[src/rtl/risc_spm_mem_responder_if.sv]
// CPU-side bus of the RISC_SPM memory responder: request, address/data and
// the one-cycle ready/rdata response.
interface risc_spm_mem_responder_if #(
  parameter int WORD_SIZE = 8,
  parameter int ADDR_SIZE = 8
);
  logic                 req;
  logic                 write;
  logic [ADDR_SIZE-1:0] addr;
  logic [WORD_SIZE-1:0] wdata;
  logic [WORD_SIZE-1:0] rdata;
  logic                 ready;

  modport master (output req, write, addr, wdata, input rdata, ready);
  modport slave  (input req, write, addr, wdata, output rdata, ready);
endinterface

[src/rtl/risc_spm_mem_responder.sv]
// Memory responder for the RISC_SPM bus: fixed wait-state fetch/load/store
// service, a backdoor preload port, and completed read/write counters.
module risc_spm_mem_responder #(
  parameter int WORD_SIZE   = 8,
  parameter int ADDR_SIZE   = 8,
  parameter int WAIT_STATES = 1,
  parameter int CNT_W       = 16
) (
  input  logic                      clk,
  input  logic                      rst_n,
  risc_spm_mem_responder_if.slave   bus,
  input  logic                      load_en_i,
  input  logic [ADDR_SIZE-1:0]      load_addr_i,
  input  logic [WORD_SIZE-1:0]      load_data_i,
  output logic                      load_err_o,
  output logic [CNT_W-1:0]          rd_count_o,
  output logic [CNT_W-1:0]          wr_count_o
);
  generate
    if (WAIT_STATES > 15 || WAIT_STATES < 0) begin : g_bad_wait_states
      $error("WAIT_STATES must be in the range 0..15");
    end
  endgenerate

  localparam logic [3:0] WCNT_INIT = (WAIT_STATES > 0) ? 4'(WAIT_STATES - 1) : 4'd0;

  typedef enum logic [1:0] {ST_IDLE, ST_WAIT, ST_RESP} state_t;

  state_t               state_q, state_d;
  logic [3:0]           wcnt_q, wcnt_d;
  logic [ADDR_SIZE-1:0] addr_q, addr_d;
  logic                 write_q, write_d;
  logic [WORD_SIZE-1:0] wdata_q, wdata_d;
  logic [WORD_SIZE-1:0] rdata_q;
  logic                 load_err_q;
  logic [CNT_W-1:0]     rd_count_q, wr_count_q;

  logic [WORD_SIZE-1:0] mem [2**ADDR_SIZE];

  logic                 cpu_wr, preload_ok, mem_we, rd_go;
  logic [ADDR_SIZE-1:0] mem_wa;
  logic [WORD_SIZE-1:0] mem_wd;

  always_comb begin
    state_d = state_q;
    wcnt_d  = wcnt_q;
    addr_d  = addr_q;
    write_d = write_q;
    wdata_d = wdata_q;
    case (state_q)
      ST_IDLE: begin
        if (bus.req) begin
          addr_d  = bus.addr;
          write_d = bus.write;
          wdata_d = bus.wdata;
          if (WAIT_STATES > 0) begin
            state_d = ST_WAIT;
            wcnt_d  = WCNT_INIT;
          end else begin
            state_d = ST_RESP;
          end
        end
      end
      ST_WAIT: begin
        if (wcnt_q == 4'd0) state_d = ST_RESP;
        else                wcnt_d  = wcnt_q - 4'd1;
      end
      ST_RESP: state_d = ST_IDLE;
      default: state_d = ST_IDLE;
    endcase
  end

  // The store commits on the edge that leaves RESP; preloads only slip in
  // when the bus is truly idle, so one write port serves both.
  assign cpu_wr     = (state_q == ST_RESP) && write_q;
  assign preload_ok = (state_q == ST_IDLE) && !bus.req && load_en_i;
  assign mem_we     = rst_n && (cpu_wr || preload_ok);
  assign mem_wa     = cpu_wr ? addr_q  : load_addr_i;
  assign mem_wd     = cpu_wr ? wdata_q : load_data_i;
  assign rd_go      = (state_d == ST_RESP) && (state_q != ST_RESP) && !write_d;

  always_ff @(posedge clk) begin
    if (mem_we) mem[mem_wa] <= mem_wd;
  end

  always_ff @(posedge clk or negedge rst_n) begin
    if (!rst_n) begin
      state_q    <= ST_IDLE;
      wcnt_q     <= '0;
      addr_q     <= '0;
      write_q    <= 1'b0;
      wdata_q    <= '0;
      rdata_q    <= '0;
      load_err_q <= 1'b0;
      rd_count_q <= '0;
      wr_count_q <= '0;
    end else begin
      state_q    <= state_d;
      wcnt_q     <= wcnt_d;
      addr_q     <= addr_d;
      write_q    <= write_d;
      wdata_q    <= wdata_d;
      load_err_q <= load_en_i && ((state_q != ST_IDLE) || bus.req);
      if (rd_go) rdata_q <= mem[addr_d];
      // Counting on RESP exit means an access aborted by reset is never counted.
      if (state_q == ST_RESP && !write_q) rd_count_q <= rd_count_q + CNT_W'(1);
      if (cpu_wr)                         wr_count_q <= wr_count_q + CNT_W'(1);
    end
  end

  assign bus.ready  = (state_q == ST_RESP);
  assign bus.rdata  = rdata_q;
  assign load_err_o = load_err_q;
  assign rd_count_o = rd_count_q;
  assign wr_count_o = wr_count_q;
endmodule

[src/flat_wrapper.sv]
// flat-port wrapper written by rule: the top's interface ports become plain ports
module risc_spm_mem_responder_flat 
#(
  parameter int WORD_SIZE   = 8,
  parameter int ADDR_SIZE   = 8,
  parameter int WAIT_STATES = 1,
  parameter int CNT_W       = 16
)
  (clk, rst_n, load_en_i, load_addr_i, load_data_i, load_err_o, rd_count_o, wr_count_o, bus_req, bus_write, bus_addr, bus_wdata, bus_rdata, bus_ready);
  risc_spm_mem_responder_if #(.WORD_SIZE(WORD_SIZE), .ADDR_SIZE(ADDR_SIZE)) bus_i ();
  input  logic clk;
  input  logic rst_n;
  input  logic load_en_i;
  input  logic [ADDR_SIZE-1:0] load_addr_i;
  input  logic [WORD_SIZE-1:0] load_data_i;
  output logic load_err_o;
  output logic [CNT_W-1:0] rd_count_o;
  output logic [CNT_W-1:0] wr_count_o;
  input wire logic [$bits(bus_i.req)-1:0] bus_req;
  input wire logic [$bits(bus_i.write)-1:0] bus_write;
  input wire logic [$bits(bus_i.addr)-1:0] bus_addr;
  input wire logic [$bits(bus_i.wdata)-1:0] bus_wdata;
  output wire logic [$bits(bus_i.rdata)-1:0] bus_rdata;
  output wire logic [$bits(bus_i.ready)-1:0] bus_ready;
  assign bus_i.req = bus_req;
  assign bus_i.write = bus_write;
  assign bus_i.addr = bus_addr;
  assign bus_i.wdata = bus_wdata;
  assign bus_rdata = bus_i.rdata;
  assign bus_ready = bus_i.ready;
  risc_spm_mem_responder #(.WORD_SIZE(WORD_SIZE), .ADDR_SIZE(ADDR_SIZE), .WAIT_STATES(WAIT_STATES), .CNT_W(CNT_W)) u_core (.clk(clk), .rst_n(rst_n), .bus(bus_i), .load_en_i(load_en_i), .load_addr_i(load_addr_i), .load_data_i(load_data_i), .load_err_o(load_err_o), .rd_count_o(rd_count_o), .wr_count_o(wr_count_o));
endmodule
[config.mk]
export PLATFORM = sky130hd
export DESIGN_NAME = risc_spm_mem_responder_flat
export DESIGN_NICKNAME = d
export VERILOG_FILES = /design/src/rtl/risc_spm_mem_responder_if.sv /design/src/rtl/risc_spm_mem_responder.sv /design/src/flat_wrapper.sv
export SDC_FILE = /design/constraint.sdc
export NUM_CORES = 2
export LEC_CHECK = 0
export BUFFER_PORTS_ARGS = -buffer_cell sky130_fd_sc_hd__buf_4
export CORE_MARGIN = 1
export CORE_UTILIZATION = 32
export DETAILED_ROUTE_END_ITERATION = 10
export GPL_TIMING_DRIVEN = 0
export HOLD_SLACK_MARGIN = 0.12
export PLACE_DENSITY_LB_ADDON = 0.15
export RECOVER_POWER = 25
export SLEW_MARGIN = 20
export SYNTH_ARGS = -nofsm -noshare
export SYNTH_HDL_FRONTEND = slang
export SYNTH_SLANG_ARGS = --single-unit
[constraint.sdc]
create_clock -name clk -period 11.6 [get_ports clk]
set_input_delay 0.58 -clock clk [delete_from_list [all_inputs] [get_ports clk]]
set_output_delay 0.58 -clock clk [all_outputs]
set_load 0.03 [all_outputs]
==> run_results.csv <==
group,metric,value,unit
clocking,path_clk_slew,0.06,ns
drt,drc,0,
grt,grt_use_met3,6.19,%
floorplanning,rows,188,
worst_setup_path,cp.required,12.26,ns
grt,grt_max_degree,71,
worst_setup_path,r2r_end,"u_core.mem[35][4]",
worst_setup_path,cp_top_family,"buffers and inverters",
worst_setup_path,timing.critical_path.mode_cell,"clkbuf_1",
place,place_inst,9722,
yosys,ys_ff_latch,2112,
yosys,syn_area_per_cell,13.9,µm²
sta,finalCritPeriodShare,67.3,%
clocking,cts_setup_buffers,0,
place,gp_congestion,0.977,
power,p_per_area,268,nW/µm²
place,place.port_buffers,78,
power,vdd_drop_max,0.228,mV
yosys,netlist_instances,6059,
floorplanning,die_w,515,µm
grt,grt.overflow.total,0,
sta,period_needed,7.81,ns
sta,fmax,128,MHz
floorplanning,dieHeight,515,µm
yosys,syn-num-nets,6100,
drt,postRouteAntennaNets,0,
cells_and_area,layout-drive-gt1-share,9.76,%
sta,finalClockSkew,0.0594,ns
sta,hold_violations,0,
sta,finalSetupViolations,0,
clocking,cts_root_buf,"clkbuf_16",
clocking,cts_sinks,2112,
worst_hold_path,min_path_cells,3,
cells_and_area,area_delta_synth_final,15.9,%
power,cellLeakagePower,32.2,nW
worst_setup_path,cp.arrival,8.46,ns
grt,grt_pass1_wl,466000,µm
worst_setup_path,path_buf_inv,7,
yosys,seq_area_frac_synth,74.8,%
worst_setup_path,slowest_delay,2.24,ns
run_status,run_status,"finished, violations left",
drt,dr.pass1.iters,9,
worst_setup_path,critical_path.cell_chain,"clkbuf_1 -> nor2b_1 -> and2_0 -> clkbuf_1 -> clkbuf_1 -> clkbuf_1 -> nand2_1 -> nand2_1 -> clkbuf_1 -> clkbuf_1 -> buf_16",
grt,grt_pass1_vias,53500,
run_status,violations,"max-capacitance violations, max-slew violations",
cells_and_area,nets,6494,
place,place_area,91200,µm²
clocking,cts.path.max_buffers,4,
sta,rsz0062_at_grt,"false",
drt,via_per_inst,5.55,
grt,grt_usage,25.9,%
sta,slew_violations,1208,
worst_setup_path,worstSetupPathType,"flip-flop to flip-flop",
worst_hold_path,min_from,"bus_addr[7]",
place,dpl.hpwl,253000,µm
grt,antenna_found_initial,31,
yosys,ys_warn_count,0,
drt,wl_per_cell,34.6,µm
worst_setup_path,endpoint_kind,"flip-flop",
worst_setup_path,startpoint_type,"flip-flop",
floorplanning,dieArea,266000,µm²
worst_setup_path,r2r_cells,11,
yosys,synthFlopType,"edfxtp_1",
floorplanning,pin_count,79,
worst_hold_path,whs_endpoint,"u_core.addr_q[7]",
grt,grt_busiest_layer,"met2",
cells_and_area,final_cells,10200,
floorplanning,core_area,262000,µm²
clocking,cts_tree,"yes",
drt,first_iter_violations,8019,
worst_hold_path,worstHoldPathType,"primary input to flip-flop",
yosys,yosysUniqueCellTypes,60,
worst_setup_path,crit-reg2reg-launch,"u_core.state_q[0]",
cells_and_area,final_cell_area,97700,µm²
clocking,tritoncts.num_buffers,229,
floorplanning,start_util,32.1,%
job,drv_cap,25,
worst_setup_path,slowest_stage,"clkbuf_1",
sta,slew_headroom,-178,%
grt,grt_use_met2,40.0,%
sta,worstMarginPinSlew,4.17,ns
drt,vias,56400,
drt,routed_wirelength,352000,µm
grt,use_met1,34.1,%
yosys,async_reset_ff_share,3.03,%
worst_setup_path,worstSetupStartpoint,"u_core.state_q[0]",
worst_setup_path,critPathMaxFanout,70,
clocking,clkLatencyLatePin,0.93,ns
yosys,synth_edf_count,2048,
yosys,synth_area,84300,µm²
worst_setup_path,rrSetupSlack,3.79,ns
clocking,htreeDepth,4,
## tightest hold or removal path: cells and delay by family
family                 cells  cell delay, ns
AND/OR/NAND/NOR            2            0.34
buffers and inverters      1            0.10
## stage by stage
step / TNS (ns) / worst slack [ns] / hold WS (ns) / util, % / power, W
floorplan: 0 / 5.61 / 0.284 / - / 0.0134
global placement: -742.03 / -1.01 / 0.458 / 34.0 / 0.0189
detailed placement: 0 / 5.59 / 0.464 / 34.8 / 0.0190
CTS: 0 / 5.74 / 0.141 / 37.5 / 0.0260
global route: 0 / 3.33 / 0.133 / 37.2 / 0.0265
finish: 0 / 3.79 / 0.198 / 37.3 / 0.0262
## cells by family after synthesis
| logic type | share of synthesized area (%) |
|---|---|
| AO/OA/AOI/OAI | 6.13 |
| buffers and inverters | 2.19 |
| AND/OR/NAND/NOR | 11.5 |
| XOR/XNOR | 0.332 |
| multiplexers | 4.92 |
| flip-flops | 74.8 |
| adder cells (fa/ha/maj) | 0.0594 |
## area by class of cell
class | count | area, µm²
well taps | 3515 | 4400
diodes | 13 | 32.5
inverters | 68 | 255
multi-input cells | 3493 | 19600
plain buffers | 386 | 1650
repair buffers | 163 | 1690
fillers | 25100 | 165000
flip-flops and latches | 2112 | 63100
clock buffers | 286 | 5990
clock inverters | 131 | 1010
## sequential cells by signal, summed over array words and instances, names as in the netlist
| register | cells |
|---|---|
| u_core.load_err_o | 1 |
| u_core.wcnt_q | 4 |
| u_core.write_q | 1 |
| u_core.rd_count_o | 16 |
| u_core.wdata_q | 8 |
| u_core.bus.rdata | 8 |
| u_core.wr_count_o | 16 |
| u_core.state_q | 2 |
| u_core.mem | 2048 |
| u_core.addr_q | 8 |
## cells in the mapped netlist (9+ instances only)
cell / number / share of area [%]
dfrtp_1: 64 / 1.9
xnor2_1: 24 / 0.25
mux2i_1: 349 / 4.1
a311oi_1: 29 / 0.30
inv_1: 64 / 0.28
nand2_1: 1392 / 6.2
a22oi_1: 49 / 0.44
and2_1: 11 / 0.082
a211oi_1: 159 / 1.4
clkbuf_1: 233 / 1.0
edfxtp_1: 2048 / 73
nor4_1: 10 / 0.074
buf_1: 46 / 0.20
nor2_1: 307 / 1.4
a21oi_1: 199 / 1.2
a2111oi_0: 18 / 0.19
nor3_1: 9 / 0.053
nand3_1: 457 / 2.7
o22ai_1: 14 / 0.10
nand3b_1: 21 / 0.19
a31oi_1: 116 / 0.86
mux4_2: 28 / 0.75
o211ai_1: 10 / 0.089
a32oi_1: 39 / 0.41
o221ai_1: 18 / 0.19
o21ai_0: 35 / 0.21
buf_2: 106 / 0.63
o41ai_1: 14 / 0.15
o31ai_1: 15 / 0.13
nand4_1: 73 / 0.54
## report_power, final
group | internal [W] | total, W | leakage (nW) | switching [W]
registers | 0.00866 | 0.00876 | 19.2 | 0.0000932
clock network | 0.00393 | 0.00704 | 3.44 | 0.00311
logic | 0.00223 | 0.0104 | 9.51 | 0.00816
total | 0.0148 | 0.0262 | 32.2 | 0.0114
## routing by layer
layer,part of all wire [%],vias to the layer above
met5,0.017,-
met4,5.7,8
met1,40,29100
met3,9.6,709
li1,-,23500
met2,45,3125
## layout by cell type (no fill, tap or decap), types with 17 or more instances in the layout
cell       synthesis  layout
edfxtp_1        2048    2048
nand2_1         1392    1392
nand3_1          457     457
mux2i_1          349     348
clkbuf_1         233     311
nor2_1           307     284
clkbuf_16          0     231
a21oi_1          199     199
a211oi_1         159     159
a31oi_1          116     116
buf_2            106     113
nand4_1           73      73
inv_1             64      64
dfrtp_1           64      64
clkinv_1           1      56
clkinv_2           0      50
a22oi_1           49      49
clkbuf_2           0      47
buf_4              0      44
a32oi_1           39      39
o21ai_0           35      35
buf_1             46      34
a311oi_1          29      29
mux4_2            28      28
buf_16             0      28
xnor2_1           24      24
nor2_2             0      23
nand3b_1          21      21
o221ai_1          18      18
a2111oi_2          2      17
## repair_timing
action | 4_1_cts | 5_1_grt
hold endpoints to repair | 84 | 0
gates resized for setup | 0 | 0
hold buffers | 14 | 0
## worst max-delay path by stage
stage	endpoint	slack, ns	cells after the start
global placement	u_core.mem[145][0]	-1.01	8
floorplan	u_core.mem[0][0]	5.61	8
CTS	u_core.bus.rdata[4]	5.74	12
finish	u_core.mem[35][4]	3.79	11
global route	u_core.mem[48][2]	3.33	7
detailed placement	u_core.bus.rdata[4]	5.59	12
(Power assumes the default switching activity.)
